==> config.mk <==
export PLATFORM = sky130hd
export DESIGN_NAME = main_mem_arbiter
export DESIGN_NICKNAME = d
export VERILOG_FILES = /design/src/rtl/main_mem_arbiter.sv
export SDC_FILE = /design/constraint.sdc
export NUM_CORES = 1
export LEC_CHECK = 0
export ABC_AREA = 1
export CAP_MARGIN = 40
export CORE_ASPECT_RATIO = 0.9
export CORE_UTILIZATION = 30
export DETAILED_ROUTE_END_ITERATION = 10
export DONT_BUFFER_PORTS = 1
export SYNTH_ARGS = -nofsm -noshare
export SYNTH_HDL_FRONTEND = slang
export SYNTH_SLANG_ARGS = --single-unit
==> constraint.sdc <==
create_clock -name clk -period 18 [get_ports clk]
set_input_delay 1.8 -clock clk [delete_from_list [all_inputs] [get_ports clk]]
set_output_delay 1.8 -clock clk [all_outputs]
set_load 0.005 [all_outputs]
==> src/rtl/main_mem_arbiter.sv <==
// main_mem_arbiter: two-requester arbiter and sequencer for a single-port main
// memory. It accepts line-wide read/write requests, serves one at a time, drives
// the memory's address/data/enables, waits out the read latency and then returns
// a one-cycle acknowledge (with read data) to the winner.
// Build option: define MAIN_MEM_ARB_FIXED_PRIO_EN for fixed priority (r0 wins
// when both requesters are pending); leave it undefined for round-robin.
module main_mem_arbiter #(
  parameter int N            = 32,
  parameter int WORDSPERLINE = 2,
  parameter int MEM_LATENCY  = 1
) (
  input  logic                      clk,
  input  logic                      rst,
  input  logic                      r0_req,
  input  logic                      r0_we,
  input  logic [N-1:0]              r0_addr,
  input  logic [WORDSPERLINE*N-1:0] r0_wdata,
  output logic                      r0_ack,
  output logic [WORDSPERLINE*N-1:0] r0_rdata,
  input  logic                      r1_req,
  input  logic                      r1_we,
  input  logic [N-1:0]              r1_addr,
  input  logic [WORDSPERLINE*N-1:0] r1_wdata,
  output logic                      r1_ack,
  output logic [WORDSPERLINE*N-1:0] r1_rdata,
  output logic [N-1:0]              mem_addr,
  output logic [WORDSPERLINE*N-1:0] mem_data_in,
  output logic                      mem_re,
  output logic                      mem_we,
  input  logic [WORDSPERLINE*N-1:0] mem_data_out,
  output logic                      busy,
  output logic                      grant_id
);

  localparam int LW = WORDSPERLINE * N;
  // Counter start value; MEM_LATENCY is limited to 1..7 so three bits suffice.
  localparam logic [2:0] LAT_INIT = 3'(MEM_LATENCY);

  typedef enum logic [1:0] {
    S_IDLE  = 2'd0,
    S_ISSUE = 2'd1,
    S_WAIT  = 2'd2,
    S_RESP  = 2'd3
  } state_t;

  state_t          state_q;
  logic            lat_we_q;
  logic [2:0]      cnt_q;
`ifndef MAIN_MEM_ARB_FIXED_PRIO_EN
  // Requester favoured on a tie: the one not granted most recently.
  logic            prio_q;
`endif

  logic            r0_ack_q;
  logic            r1_ack_q;
  logic [LW-1:0]   r0_rdata_q;
  logic [LW-1:0]   r1_rdata_q;
  logic [N-1:0]    mem_addr_q;
  logic [LW-1:0]   mem_data_in_q;
  logic            mem_re_q;
  logic            mem_we_q;
  logic            busy_q;
  logic            grant_id_q;

  logic            sel_valid_d;
  logic            sel_id_d;
  logic            sel_we_d;
  logic [N-1:0]    sel_addr_d;
  logic [LW-1:0]   sel_wdata_d;

  // Pick the winner among pending requesters and mux its transaction fields.
  always_comb begin
    sel_valid_d = r0_req | r1_req;
    sel_id_d    = 1'b0;
    if (r0_req && r1_req) begin
`ifdef MAIN_MEM_ARB_FIXED_PRIO_EN
      sel_id_d = 1'b0;
`else
      sel_id_d = prio_q;
`endif
    end else if (r1_req) begin
      sel_id_d = 1'b1;
    end else begin
      sel_id_d = 1'b0;
    end

    if (sel_id_d) begin
      sel_we_d    = r1_we;
      sel_addr_d  = r1_addr;
      sel_wdata_d = r1_wdata;
    end else begin
      sel_we_d    = r0_we;
      sel_addr_d  = r0_addr;
      sel_wdata_d = r0_wdata;
    end
  end

  // Sequencer FSM: every output is a register updated on the state transition.
  always_ff @(posedge clk or posedge rst) begin
    if (rst) begin
      state_q       <= S_IDLE;
      lat_we_q      <= 1'b0;
      cnt_q         <= 3'd0;
`ifndef MAIN_MEM_ARB_FIXED_PRIO_EN
      prio_q        <= 1'b0;
`endif
      r0_ack_q      <= 1'b0;
      r1_ack_q      <= 1'b0;
      r0_rdata_q    <= '0;
      r1_rdata_q    <= '0;
      mem_addr_q    <= '0;
      mem_data_in_q <= '0;
      mem_re_q      <= 1'b0;
      mem_we_q      <= 1'b0;
      busy_q        <= 1'b0;
      grant_id_q    <= 1'b0;
    end else begin
      case (state_q)
        S_IDLE: begin
          if (sel_valid_d) begin
            // Latch the winner; memory strobes are set here so they are
            // already valid during the ISSUE cycle.
            grant_id_q <= sel_id_d;
            lat_we_q   <= sel_we_d;
            mem_addr_q <= sel_addr_d;
            busy_q     <= 1'b1;
            if (sel_we_d) begin
              mem_we_q      <= 1'b1;
              mem_data_in_q <= sel_wdata_d;
            end else begin
              mem_re_q <= 1'b1;
            end
            state_q <= S_ISSUE;
          end else begin
            state_q <= S_IDLE;
          end
        end

        S_ISSUE: begin
          if (lat_we_q) begin
            mem_we_q <= 1'b0;
            if (grant_id_q) begin
              r1_ack_q <= 1'b1;
            end else begin
              r0_ack_q <= 1'b1;
            end
            state_q <= S_RESP;
          end else begin
            // Read stays asserted (address held) for the whole WAIT phase.
            cnt_q   <= LAT_INIT;
            state_q <= S_WAIT;
          end
        end

        S_WAIT: begin
          if (cnt_q == 3'd1) begin
            mem_re_q <= 1'b0;
            if (grant_id_q) begin
              r1_rdata_q <= mem_data_out;
              r1_ack_q   <= 1'b1;
            end else begin
              r0_rdata_q <= mem_data_out;
              r0_ack_q   <= 1'b1;
            end
            state_q <= S_RESP;
          end else begin
            cnt_q <= cnt_q - 3'd1;
          end
        end

        S_RESP: begin
          r0_ack_q <= 1'b0;
          r1_ack_q <= 1'b0;
          busy_q   <= 1'b0;
`ifndef MAIN_MEM_ARB_FIXED_PRIO_EN
          prio_q   <= ~grant_id_q;
`endif
          state_q  <= S_IDLE;
        end

        default: begin
          r0_ack_q <= 1'b0;
          r1_ack_q <= 1'b0;
          mem_re_q <= 1'b0;
          mem_we_q <= 1'b0;
          busy_q   <= 1'b0;
          state_q  <= S_IDLE;
        end
      endcase
    end
  end

  assign r0_ack      = r0_ack_q;
  assign r1_ack      = r1_ack_q;
  assign r0_rdata    = r0_rdata_q;
  assign r1_rdata    = r1_rdata_q;
  assign mem_addr    = mem_addr_q;
  assign mem_data_in = mem_data_in_q;
  assign mem_re      = mem_re_q;
  assign mem_we      = mem_we_q;
  assign busy        = busy_q;
  assign grant_id    = grant_id_q;

endmodule

==> impl_metrics.toml <==
[sta]
max_slew.worst_pin.slew_ns = 0.919
timing_hold_violations_final = 0
max_slew_margin_pct = 38.8
layout_worst_path_cycle_share_pct = 17.7
max_freq_mhz = 314
finalSetupViolations = 0
fin_crit_ns = 3.19
totalNegativeSetupSlack_ns = 0
rsz0062_at_grt = "no"
final.setup_skew_ns = 0.0106
slew_violations = 0

[critical_path]
critical_path.max_stage_delay_ns = 0.69
setup.worst_path.end = "mem_addr[10]$_DFFE_PP0P_"
cp_data_arrival_time_ns = 3.61
worstRegToRegCells = 8
cp_data_required_time_ns = 18.42
r2r-end = "mem_addr[10]$_DFFE_PP0P_"
rrSetupSlack_ns = 15.13
setup.worst_path.start_class = "input port"
critical_path.startpoint = "r1_req"
setup.worst_path.class = "in2reg"
critical_register_to_register_path_startpoint = "state_q[1]$_DFFE_PP0P_"
path_delay_family = "buffers and inverters"
slowest_stage = "buf_4"
worst_path_bufs_invs = 2
path_cells = "nor2_1, nor2_4, buf_4, buf_4, nor2_1, a31oi_1"
worstSetupPathDepth = 6
worst-path-max-fanout = 83
critical_path.endpoint_type = "flop"

[finish]
combined_flip_flop_and_latch_cell_area_um2 = 5930
layout-area-overhead-vs-synth_pct = 12.5
layout.core_utilization_pct = 34.7
fraction_of_layout_cells_with_a_size_suffix_above_1_pct = 5.23
n_antenna_cell = 0
layout_common_cells = "nand2_1 (541), dfrtp_1 (237), o21ai_0 (137)"
final_nets = 1477
layout.cell_area.non_filler_um2 = 11500
commonest_non_fill_non_tap_cell_in_the_layout = "nand2_1"
fillCellCount = 3522
multiInputGateArea_um2 = 3650
final-instance-count-excl-fill = 1679

[power_and_ir_drop]
switchingPower_uw = 802
internal_power_uw = 1310
leakage_uw = 0.00596
comb_power_share_pct = 25.1
share_of_total_power_in_the_clock_network_pct = 25.9
vdd_ir_drop_max_uv = 66.1
switching_share_pct = 37.9
power_density_over_the_cells_nw_per_um2 = 183
pwr-share-seq_pct = 49.0

[global_routing]
grt_max_degree = 111
first_global_vias = 7538
number_of_antenna_violations_at_the_first_check_in_global_routing = 1
grt.overflow.total = 0
grt_pass1_wl_mm = 44.1
globalRouteTotalUtil_pct = 16.1

[clock_network]
numCtsBuffers = 26
htree_levels = 1
ctsResizeCount = 0
clockBufferDepth = 3
tritoncts_clock_tree = "yes"
ctsRootBufferMaster = "clkbuf_16"
clock_slew_at_reported_path_ffs_ns = 0.06
postCtsHoldBufs = 0
clk_latency_ns = 0.53
clock_sink_count = 237
postCtsSetupRepairBufs = 0

[routing]
drt_pre_antenna_iters = 5
num_vias = 8023
dr.first_iter.drc_count = 541
route.antenna.remaining_nets = 0
vias_per_cell = 4.78
routed_wl_mm = 29.5
wire_per_inst_um = 17.6
post-route-drc-count = 0

[floorplan]
floorplan.rows = 63
start_util_pct = 30.8
floorplan.io_pins = 492
design.die.area_um2 = 34900
die_height_um = 177
placeableCoreArea_um2 = 33300
die_w_um = 197

[synthesis]
synth.avg_cell_area_um2 = 8.26
synth.mux.area_fraction_pct = 0
synth-seq-cells = 237
synth_compound_gate_area_share_pct = 9.04
syn-cell-area_um2 = 10300
ys_seq_area_share_pct = 57.8
combinational_family_with_the_most_area_after_synthesis = "simple AND/OR/NAND/NOR gates"
post_synth_xor_area_fraction_pct = 0
synth_fa_ha_area_share_pct = 0.976
mappedNetlistNets = 1512
synthDominantCellAreaShare_pct = 57.8
synth_instances = 1242
synth_simple_gate_area_share_pct = 25.1
synth-warning-count = 0
yosysTopAreaCell = "dfrtp_1"
netlist-cell-type-count = 23
synthTopCellsByArea = "dfrtp_1 (58%), nand2_1 (20%), o21ai_0 (6.7%)"

[placed_design]
routabilityCongestion = 0.839
dpl.cell_count = 1634
place_area_um2 = 10700
dp_hpwl_mm = 21.1
placement.io_buffers = 0

[outcome]
run_status = "complete, no violations"

[worst_hold_path]
worstHoldPathType = "reg2reg"

[job]
timing.max_cap.violations = 0
[tightest hold or removal path, delay by kind of cell, from the launching register on]
family           cells  cell delay (ns)
AND/OR/NAND/NOR      1             0.05
flip-flops           1             0.35
AO/OA/AOI/OAI        1             0.06
[power groups by stage]
stage                     sequential (uW)  combinational, uW  clock, uW
final                                1040                532        547
after global routing                 1060                637        586
after CTS                            1040                541        568
after detailed placement             1050                541          0
after global placement               1050                506          0
after floorplan                       948                441          0
[worst min path at each step]
stage / start / end / slack [ns] / cells past startpoint
final: prio_q$_DFFE_PP0P_ / prio_q$_DFFE_PP0P_ / 0.49 / 2
after global routing: mem_data_in[4]$_DFFE_PP0P_ / mem_data_in[4]$_DFFE_PP0P_ / 0.52 / 2
after CTS: prio_q$_DFFE_PP0P_ / prio_q$_DFFE_PP0P_ / 0.50 / 2
after detailed placement: prio_q$_DFFE_PP0P_ / prio_q$_DFFE_PP0P_ / 0.48 / 2
after global placement: cnt_q[1]$_DFFE_PP0P_ / cnt_q[1]$_DFFE_PP0P_ / 0.48 / 2
after floorplan: cnt_q[1]$_DFFE_PP0P_ / cnt_q[1]$_DFFE_PP0P_ / 0.45 / 2
[metal layers]
layer | vias to the layer above | share of wire (%) | track usage [%]
li1 | 3828 | - | -
met1 | 3834 | 41 | 20.1
met2 | 307 | 50 | 27.4
met3 | 52 | 6.6 | 3.91
met4 | 2 | 2.6 | 4.78
met5 | - | 0.041 | 0
[state kept, by name, indices dropped and copies added (netlist names), 2 cells and up]
register	flops
mem_data_in	64
r0_rdata	64
r1_rdata	64
mem_addr	32
cnt_q	3
state_q	2
[kinds of logic (layout without fill, tap and decap cells)]
kind of cell	count (synthesis)	count (layout)
AOI/OAI and AO/OA	176	176
adders and majority gates	8	8
buffers and inverters	162	144
DFF	237	237
and+or+nand+nor	659	659
[Yosys cell counts (all sizes together)]
| master | number |
|---|---|
| nor3 | 2 |
| o21ai | 139 |
| clkbuf | 32 |
| a21oi | 3 |
| nor2 | 39 |
| nand2 | 543 |
| or2 | 1 |
| nand4 | 1 |
| buf | 45 |
| dfrtp | 237 |
| clkinv | 1 |
| ha | 8 |
| o22ai | 1 |
| nand3 | 73 |
| a31oi | 33 |
| inv | 84 |
[metrics by stage]
step | setup WS (ns) | hold slack [ns] | power, uW
global placement | 14.33 | 0.475 | 1550
CTS | 14.81 | 0.496 | 2150
detailed placement | 14.27 | 0.482 | 1590
finish | 14.81 | 0.491 | 2120
floorplan | 9.70 | 0.453 | 1390
global route | 14.64 | 0.520 | 2290
[final cells by class]
type,count,share of cell area (%)
clock buffer,35,6.46
clock inverter,10,1.14
inverter,85,2.84
multi-input combinational,843,31.6
sequential,237,51.4
tap,455,4.93
timing repair buffer,14,1.60
Note: power is estimated with default switching activity, not from simulation.
